<file path="src/rtl/proc_pkg.sv">
// rtl/proc_pkg.sv - shared ALU op, flag index, branch condition and flag command codes
package proc_pkg;

  localparam logic [2:0] ALU_NOP = 3'b000;
  localparam logic [2:0] ALU_ADD = 3'b001;
  localparam logic [2:0] ALU_NOT = 3'b010;
  localparam logic [2:0] ALU_LDD = 3'b011;
  localparam logic [2:0] ALU_STD = 3'b100;

  localparam int FLG_Z = 0;
  localparam int FLG_C = 1;
  localparam int FLG_N = 2;

  localparam logic [1:0] BR_JMP = 2'b00;
  localparam logic [1:0] BR_JZ  = 2'b01;
  localparam logic [1:0] BR_JN  = 2'b10;
  localparam logic [1:0] BR_JC  = 2'b11;

  localparam logic [1:0] FCMD_NONE = 2'b00;
  localparam logic [1:0] FCMD_SETC = 2'b01;
  localparam logic [1:0] FCMD_CLRC = 2'b10;
  localparam logic [1:0] FCMD_RSVD = 2'b11;

endpackage

</file>
<file path="src/rtl/ccr_branch_unit_if.sv">
// rtl/ccr_branch_unit_if.sv - EX-stage flag, branch and interrupt signals of the CCR unit
interface ccr_branch_unit_if #(
  parameter int DATA_W = 16,
  parameter int OP_W   = 3
);

  logic              stall;
  logic              flush;
  logic [OP_W-1:0]   alu_op;
  logic [DATA_W-1:0] alu_out;
  logic              alu_carry;
  logic [1:0]        flag_cmd;
  logic              br_valid;
  logic [1:0]        br_cond;
  logic              int_save;
  logic              rti_restore;
  logic [2:0]        ccr;
  logic              br_taken;
  logic              shadow_valid;
  logic              ccr_err;

  modport master (
    output stall, flush, alu_op, alu_out, alu_carry, flag_cmd,
           br_valid, br_cond, int_save, rti_restore,
    input  ccr, br_taken, shadow_valid, ccr_err
  );

  modport slave (
    input  stall, flush, alu_op, alu_out, alu_carry, flag_cmd,
           br_valid, br_cond, int_save, rti_restore,
    output ccr, br_taken, shadow_valid, ccr_err
  );

endinterface

</file>
<file path="src/rtl/ccr_branch_unit_flag_gen.sv">
// rtl/ccr_branch_unit_flag_gen.sv - combinational forwarded-flag derivation from the EX result
module ccr_branch_unit_flag_gen
  import proc_pkg::*;
#(
  parameter int DATA_W = 16,
  parameter int OP_W   = 3
) (
  input  logic [OP_W-1:0]   alu_op,
  input  logic [DATA_W-1:0] alu_out,
  input  logic              alu_carry,
  input  logic [1:0]        flag_cmd,
  input  logic              flush,
  input  logic [2:0]        ccr,
  output logic [2:0]        f
);

  always_comb begin
    f = ccr;
    // A flushed instruction contributes no ALU flags, but the explicit flag command survives.
    if (!flush) begin
      if (alu_op == OP_W'(ALU_ADD)) begin
        f[FLG_Z] = (alu_out == '0);
        f[FLG_C] = alu_carry;
        f[FLG_N] = alu_out[DATA_W-1];
      end else if (alu_op == OP_W'(ALU_NOT)) begin
        f[FLG_Z] = (alu_out == '0);
        f[FLG_N] = alu_out[DATA_W-1];
      end
    end
    case (flag_cmd)
      FCMD_SETC: f[FLG_C] = 1'b1;
      FCMD_CLRC: f[FLG_C] = 1'b0;
      default:   ;
    endcase
  end

endmodule

</file>
<file path="src/rtl/ccr_branch_unit.sv">
// rtl/ccr_branch_unit.sv - CCR register, same-cycle branch resolve with flag consume, interrupt shadow
module ccr_branch_unit
  import proc_pkg::*;
#(
  parameter int DATA_W = 16,
  parameter int OP_W   = 3
) (
  input  logic                clk,
  input  logic                rst_n,
  ccr_branch_unit_if.slave    bus
);

  logic [2:0] ccr_q;
  logic [2:0] shadow_q;
  logic       shadow_valid_q;
  logic       err_q;
  logic [2:0] f;
  logic       cond;
  logic       taken;
  logic [2:0] ccr_nxt;

  ccr_branch_unit_flag_gen #(
    .DATA_W (DATA_W),
    .OP_W   (OP_W)
  ) u_flag_gen (
    .alu_op    (bus.alu_op),
    .alu_out   (bus.alu_out),
    .alu_carry (bus.alu_carry),
    .flag_cmd  (bus.flag_cmd),
    .flush     (bus.flush),
    .ccr       (ccr_q),
    .f         (f)
  );

  always_comb begin
    cond = 1'b0;
    case (bus.br_cond)
      BR_JMP:  cond = 1'b1;
      BR_JZ:   cond = f[FLG_Z];
      BR_JN:   cond = f[FLG_N];
      BR_JC:   cond = f[FLG_C];
      default: cond = 1'b0;
    endcase
  end

  assign taken = rst_n & bus.br_valid & ~bus.stall & ~bus.flush & cond;

  // A taken conditional branch consumes the flag it tested.
  always_comb begin
    ccr_nxt = f;
    if (taken) begin
      case (bus.br_cond)
        BR_JZ:   ccr_nxt[FLG_Z] = 1'b0;
        BR_JN:   ccr_nxt[FLG_N] = 1'b0;
        BR_JC:   ccr_nxt[FLG_C] = 1'b0;
        default: ;
      endcase
    end
  end

  always_ff @(posedge clk) begin
    if (!rst_n) begin
      ccr_q          <= '0;
      shadow_q       <= '0;
      shadow_valid_q <= 1'b0;
      err_q          <= 1'b0;
    end else if (!bus.stall) begin
      if (bus.rti_restore) begin
        ccr_q          <= shadow_q;
        shadow_valid_q <= 1'b0;
        if (!shadow_valid_q || bus.int_save) begin
          err_q <= 1'b1;
        end
      end else begin
        ccr_q <= ccr_nxt;
        if (bus.int_save) begin
          shadow_q       <= ccr_q;
          shadow_valid_q <= 1'b1;
          if (shadow_valid_q) begin
            err_q <= 1'b1;
          end
        end
      end
    end
  end

  assign bus.ccr          = ccr_q;
  assign bus.br_taken     = taken;
  assign bus.shadow_valid = shadow_valid_q;
  assign bus.ccr_err      = err_q;

endmodule

</file>
<file path="src/flat_wrapper.sv">
// flat-port wrapper written by rule: the top's interface ports become plain ports
module ccr_branch_unit_flat import proc_pkg::*;
#(
  parameter int DATA_W = 16,
  parameter int OP_W   = 3
)
  (clk, rst_n, bus_stall, bus_flush, bus_alu_op, bus_alu_out, bus_alu_carry, bus_flag_cmd, bus_br_valid, bus_br_cond, bus_int_save, bus_rti_restore, bus_ccr, bus_br_taken, bus_shadow_valid, bus_ccr_err);
  ccr_branch_unit_if #(.DATA_W(DATA_W), .OP_W(OP_W)) bus_i ();
  input  logic clk;
  input  logic rst_n;
  input wire logic [$bits(bus_i.stall)-1:0] bus_stall;
  input wire logic [$bits(bus_i.flush)-1:0] bus_flush;
  input wire logic [$bits(bus_i.alu_op)-1:0] bus_alu_op;
  input wire logic [$bits(bus_i.alu_out)-1:0] bus_alu_out;
  input wire logic [$bits(bus_i.alu_carry)-1:0] bus_alu_carry;
  input wire logic [$bits(bus_i.flag_cmd)-1:0] bus_flag_cmd;
  input wire logic [$bits(bus_i.br_valid)-1:0] bus_br_valid;
  input wire logic [$bits(bus_i.br_cond)-1:0] bus_br_cond;
  input wire logic [$bits(bus_i.int_save)-1:0] bus_int_save;
  input wire logic [$bits(bus_i.rti_restore)-1:0] bus_rti_restore;
  output wire logic [$bits(bus_i.ccr)-1:0] bus_ccr;
  output wire logic [$bits(bus_i.br_taken)-1:0] bus_br_taken;
  output wire logic [$bits(bus_i.shadow_valid)-1:0] bus_shadow_valid;
  output wire logic [$bits(bus_i.ccr_err)-1:0] bus_ccr_err;
  assign bus_i.stall = bus_stall;
  assign bus_i.flush = bus_flush;
  assign bus_i.alu_op = bus_alu_op;
  assign bus_i.alu_out = bus_alu_out;
  assign bus_i.alu_carry = bus_alu_carry;
  assign bus_i.flag_cmd = bus_flag_cmd;
  assign bus_i.br_valid = bus_br_valid;
  assign bus_i.br_cond = bus_br_cond;
  assign bus_i.int_save = bus_int_save;
  assign bus_i.rti_restore = bus_rti_restore;
  assign bus_ccr = bus_i.ccr;
  assign bus_br_taken = bus_i.br_taken;
  assign bus_shadow_valid = bus_i.shadow_valid;
  assign bus_ccr_err = bus_i.ccr_err;
  ccr_branch_unit #(.DATA_W(DATA_W), .OP_W(OP_W)) u_core (.clk(clk), .rst_n(rst_n), .bus(bus_i));
endmodule
</file>
<file path="config.mk">
export PLATFORM = sky130hd
export DESIGN_NAME = ccr_branch_unit_flat
export DESIGN_NICKNAME = d
export VERILOG_FILES = /design/src/rtl/proc_pkg.sv /design/src/rtl/ccr_branch_unit_if.sv /design/src/rtl/ccr_branch_unit_flag_gen.sv /design/src/rtl/ccr_branch_unit.sv /design/src/flat_wrapper.sv
export SDC_FILE = /design/constraint.sdc
export NUM_CORES = 1
export LEC_CHECK = 0
export ABC_AREA = 1
export CAP_MARGIN = 20
export CORE_UTILIZATION = 38
export CTS_CLUSTER_SIZE = 28
export DETAILED_ROUTE_END_ITERATION = 12
export PLACE_DENSITY = 0.89
export SLEW_MARGIN = 20
export SYNTH_ARGS = -nofsm -noshare
export SYNTH_HDL_FRONTEND = slang
export SYNTH_SLANG_ARGS = --single-unit
</file>
<file path="constraint.sdc">
create_clock -name clk -period 3.65 [get_ports clk]
set_clock_uncertainty 0.1 [all_clocks]
set_input_delay 0.73 -clock clk [delete_from_list [all_inputs] [get_ports clk]]
set_output_delay 0.73 -clock clk [all_outputs]
set_load 0.02 [all_outputs]
</file>
==> reports/qor.txt, run 1 <==
Status -> complete, no violations
Fmax -> 290 MHz
DIE HEIGHT -> 41.5 µm
VDD IR max -> 0.177 mV
CTS Sinks -> 8
Die X -> 41.5 µm
Non-filler cells, final -> 154
Fraction of registers with async set/reset -> 0%
DRT antenna net count -> 0
IO Count -> 37
# diodes -> 0
Area contributors post-synth -> dfxtp_1, nor2_1, nand2_1
Routed vias/inst -> 4.99
CP max FO -> 2
Area share of the largest cell type after synthesis -> 26.9%
Final min period -> 3.45 ns
Syn_area_per_cell -> 6.00 µm²
Sequential share of the synthesized area -> 26.9%
Die area -> 1730 µm²
Post-CTS sizing -> 0
Dpl cells -> 151
Yosys reg bits -> 8
Synth Net Count -> 131
DRC viols -> 0
Hold Fails Final Rpt -> 0
CP Capture Type -> primary output
EDFF count, synth -> 0
Worst EP required -> 2.82 ns
Synth area leader -> dfxtp_1
Fillers -> 117
Final #Nets -> 173
Critical path class -> input port to primary output
Pins Over Slew Limit -> 0
Vias in the first global route -> 768
Syn Inst Count -> 99
Routed WL per cell -> 10.7 µm
Area after DPL -> 985 µm²
Final worst path period share -> 94.4%
I/O Buffers -> 36
Htree depth -> 1
Initial core utilization -> 43.0%
CTS Hold Bufs -> 0
CTS clk-pin slew, worst paths -> 0.06 ns
Syn Std Cell Area -> 594 µm²
Final TNS setup -> 0 ns
Layout cells sized above 1 -> 11.5%
Max-cap viol count -> 0
Most common cell in the netlist -> nor2_1
Total grt overflow -> 0
Ys flop type -> dfxtp_1
Clock Tree Root -> clkbuf_4
Initial antenna violation count -> 0
CTS tree -> done
First-pass GRT wire length -> 2890 µm
Total track usage -> 21.4%
Most frequent cells after synthesis -> nor2_1, nand2_1, inv_1
HP Class -> flip-flop to flip-flop
P per Cell Area -> 251 nW/µm²
Postcts setup bufs -> 0
WP data arrival -> 2.62 ns
Fin area -> 1010 µm²
Core ar. -> 1380 µm²
DP HPWL -> 1390 µm
Slew @ Worst Pin -> 0.274 ns
Via count -> 768
Drt pass-1 iters -> 4
Placer Congestion -> 0.727
Synth warn -> 0
Crit path launch type -> input port
Area growth syn-to-layout -> 69.5%
Worst-skew pair later-pin latency -> 0.26 ns
RSZ-0062 raised after global routing -> no
P_leak -> 0.432 nW
DRT iter0 DRCs -> 6
Largest net degree at the start of global routing -> 9
Final Setup Violations -> 0
Yosys cell types -> 19
CTS buffer count -> 3
Fin util -> 72.9%
# rows -> 13
CTS Buffer Depth -> 2
Post-Route WL -> 1650 µm
Rel. slew slack -> 81.7%
## placed cells by master (no fill, tap or decap), types with 2 or more instances in the layout
cell / n
a21boi_0: 2
buf_4: 2
nor2_1: 23
nor2_2: 3
o21ai_0: 7
a21oi_2: 3
nand2_2: 3
nand3_1: 10
inv_1: 11
nand2_1: 17
a21oi_1: 4
clkbuf_4: 3
dfxtp_1: 8
clkdlybuf4s50_1: 36
## cells by family after synthesis
group	count (synthesis)	synth area share (%)
simple gates	60	45.3
compound gates	17	17.5
buf+inv	13	8.21
flops	8	26.9
fa+ha+maj	1	2.10
## state kept, by name, indices dropped and copies added (netlist names)
name,count
u_core.bus.shadow_valid,1
u_core.shadow_q,3
u_core.bus.ccr_err,1
u_core.bus.ccr,3
## metrics by stage
stage | setup slack, ns | power (mW) | hold slack (ns)
2_1_floorplan | 0.977 | 0.135 | 0.355
3_3_place_gp | 0.215 | 0.183 | 0.336
3_5_place_dp | 0.195 | 0.185 | 0.367
4_1_cts | 0.192 | 0.255 | 0.376
5_1_grt | 0.0740 | 0.269 | 0.401
6_report | 0.204 | 0.253 | 0.373
## metal layers
metal	vias to the layer above	wire length, µm	track usage (%)
li1	397	-	-
met1	333	714	21.5
met2	34	737	40.0
met3	4	155	3.48
met4	0	44	13.5
met5	-	0	0
## layout make-up
cell class | instances | area [µm²] | area share (%)
Tap cell | 15 | 18.8 | 1.86
Timing Repair Buffer | 38 | 375 | 37.3
Multi-Input combinational cell | 78 | 385 | 38.3
Clock buffer | 3 | 22.5 | 2.24
Sequential cell | 8 | 160 | 15.9
Inverter | 12 | 45.0 | 4.47
## final timing paths
path,startpoint,endpoint,slack (ns),cells after the start
worst max register to register,u_core.bus.ccr[2],u_core.bus.ccr[0],2.39,8
worst max-delay path,bus_flag_cmd[1],bus_br_taken,0.20,9
worst min-delay path,u_core.bus.ccr_err,u_core.bus.ccr_err,0.37,2
worst min register to register,u_core.bus.ccr_err,u_core.bus.ccr_err,0.37,2
## critical path, stage by stage
cell and delay [ns]:
clkdlybuf4s50_1 0.45, inv_1 0.04, ha_1 0.28, or2_2 0.12, nand3_1 0.07, nand2_1 0.06
clkinv_1 0.08, a21boi_0 0.16, clkdlybuf4s50_1 0.62
## report_power, final
group          internal, mW  switching (mW)
Sequential           0.0929         0.00395
Clock                0.0377          0.0314
Combinational        0.0499          0.0366
Total                 0.181          0.0720
Power figures use the tool's default switching activity.
==> run 2: changes to the inputs <==
--- a/config.mk
+++ b/config.mk
@@ -7,10 +7,12 @@
 export LEC_CHECK = 0
 export ABC_AREA = 1
 export CAP_MARGIN = 20
-export CORE_UTILIZATION = 38
+export CORE_AREA = 2 2 39 41
 export CTS_CLUSTER_SIZE = 28
 export DETAILED_ROUTE_END_ITERATION = 12
-export PLACE_DENSITY = 0.89
+export DIE_AREA = 0 0 41 43
+export DONT_BUFFER_PORTS = 1
+export PLACE_DENSITY = 0.67
 export SLEW_MARGIN = 20
 export SYNTH_ARGS = -nofsm -noshare
 export SYNTH_HDL_FRONTEND = slang
==> constraint.sdc (replaced) <==
create_clock -name clk -period 2.9 [get_ports clk]
set_clock_uncertainty 0.1 [all_clocks]
set_input_delay 0.58 -clock clk [delete_from_list [all_inputs] [get_ports clk]]
set_output_delay 0.58 -clock clk [all_outputs]
set_load 0.02 [all_outputs]
==> run 2 against run 1 <==
Die area is 2.1% higher. Worst setup slack better by 0.43 ns. Core utilization fell by 27 points. First-iteration DRC count fell by 50%. Routed wire length down 25%. Global-route usage fell by 5.5 points. Design area shrank 36%. Combinational power down 47%. Register-to-register slack worse by 0.88 ns. Largest cell class unchanged.
==> reports/qor.txt, run 2 (synthesized netlist as in run 1, its figures left out) <==
CTS Buffer Depth -> 2
First-pass GRT wire length -> 1880 µm
Status -> complete, no violations
Final #Nets -> 136
CP Buf/Inv Count -> 3
Fmax -> 441 MHz
R2r worst-path depth -> 8
Crit path largest cell delay -> 0.29 ns
Clock Tree Root -> clkbuf_4
DRT iter0 DRCs -> 3
DRC viols -> 0
I/O Buffers -> 0
WP data arrival -> 1.59 ns
Core ar. -> 1380 µm²
Total track usage -> 15.9%
Critical hold path startpoint -> rst_n
DRT antenna net count -> 0
Via count -> 603
Final Setup Violations -> 0
CP max stage cell -> or2_2
IO Count -> 37
Area growth syn-to-layout -> 7.79%
CTS Sinks -> 8
Commonest non-fill, non-tap cell in the layout -> nor2_1
CTS clk-pin slew, worst paths -> 0.05 ns
Crit path launch type -> input port
Routed vias/inst -> 5.11
Hold Path Depth -> 2
Post-CTS sizing -> 0
Routed WL per cell -> 10.5 µm
Fillers -> 142
HP Class -> input port to flip-flop
Rel. slew slack -> 68.6%
Critical path class -> input port to primary output
Postcts setup bufs -> 0
Drt pass-1 iters -> 2
Initial antenna violation count -> 0
CTS Hold Bufs -> 0
# rows -> 14
Final worst path period share -> 78.3%
Placer Congestion -> 0.719
Worst Hold End -> u_core.bus.ccr_err
Htree depth -> 1
Die area -> 1760 µm²
Post-Route WL -> 1240 µm
Layout cells sized above 1 -> 14.7%
Die X -> 41 µm
Multi-input logic area -> 385 µm²
Worst r2r src -> u_core.bus.ccr[2]
P per Cell Area -> 407 nW/µm²
Family with the most delay on the worst path -> simple AND/OR/NAND/NOR gates
Slew @ Worst Pin -> 0.470 ns
Fin util -> 46.3%
CP Cell Sequence -> inv_1, ha_1, or2_2, nand3_1, nand2_1, clkinv_1, a21boi_0, buf_4
Final min period -> 2.27 ns
Worst EP required -> 2.22 ns
CTS buffer count -> 3
Worst r2r dst -> u_core.bus.ccr[0]
CTS tree -> done
Commonest cells after routing, fill and taps aside -> nor2_1, nand2_1, inv_1
R2R setup slack -> 1.51 ns
Register area -> 160 µm²
Largest net degree at the start of global routing -> 10
DIE HEIGHT -> 43 µm
# diodes -> 0
Total grt overflow -> 0
DP HPWL -> 1040 µm
RSZ-0062 raised after global routing -> no
VDD IR max -> 0.264 mV
Max-cap viol count -> 0
Vias in the first global route -> 510
P_leak -> 0.289 nW
Pins Over Slew Limit -> 0
CP max FO -> 2
Hold Fails Final Rpt -> 0
Final TNS setup -> 0 ns
CP Capture Type -> primary output
Initial core utilization -> 42.9%
Worst-skew pair later-pin latency -> 0.26 ns
[run 2: cell types whose count changed in the layout (fill, tap and decap cells not counted), sizes merged]
cell           change
clkdlybuf4s50     -36
buf                -1
[run 2: worst max path at each step]
| stage | start | slack, ns | depth (start not counted) | endpoint |
|---|---|---|---|---|
| floorplan | bus_flag_cmd[1] | 0.53 | 7 | bus_br_taken |
| global placement | bus_stall | 0.64 | 5 | bus_br_taken |
| detailed placement | bus_stall | 0.61 | 5 | bus_br_taken |
| CTS | bus_flag_cmd[1] | 0.62 | 8 | bus_br_taken |
| global route | bus_stall | 0.53 | 5 | bus_br_taken |
| finish | bus_flag_cmd[1] | 0.63 | 8 | bus_br_taken |
[run 2: metal layers]
layer / GRT usage [%] / vias up / wire (µm)
li1: - / 324 / -
met1: 16.3 / 259 / 494
met2: 26.3 / 15 / 634
met3: 3.14 / 5 / 79
met4: 12.0 / 0 / 33
met5: 0 / - / 0
[run 2: layout make-up]
cell class	count	area share (%)
multi-input combinational	78	60.2
inverter	12	7.03
sequential	8	25.0
timing repair buffer	1	1.17
clock buffer	3	3.52
tap	16	3.13
[run 2: power breakdown]
group	switching, mW	internal, mW
combinational	0.0260	0.0197
sequential	0.0111	0.117
clock	0.0395	0.0475
total	0.0767	0.184
[run 2: per-stage QoR]
stage,cells,area (µm²),power [mW],worst slack [ns],hold WS (ns)
after CTS,118,641,0.263,0.619,0.341
after floorplan,99,594,0.170,0.527,0.355
after detailed placement,115,618,0.177,0.615,0.377
final,118,641,0.261,0.630,0.348
after global placement,115,618,0.175,0.637,0.369
after global routing,118,641,0.275,0.530,0.345
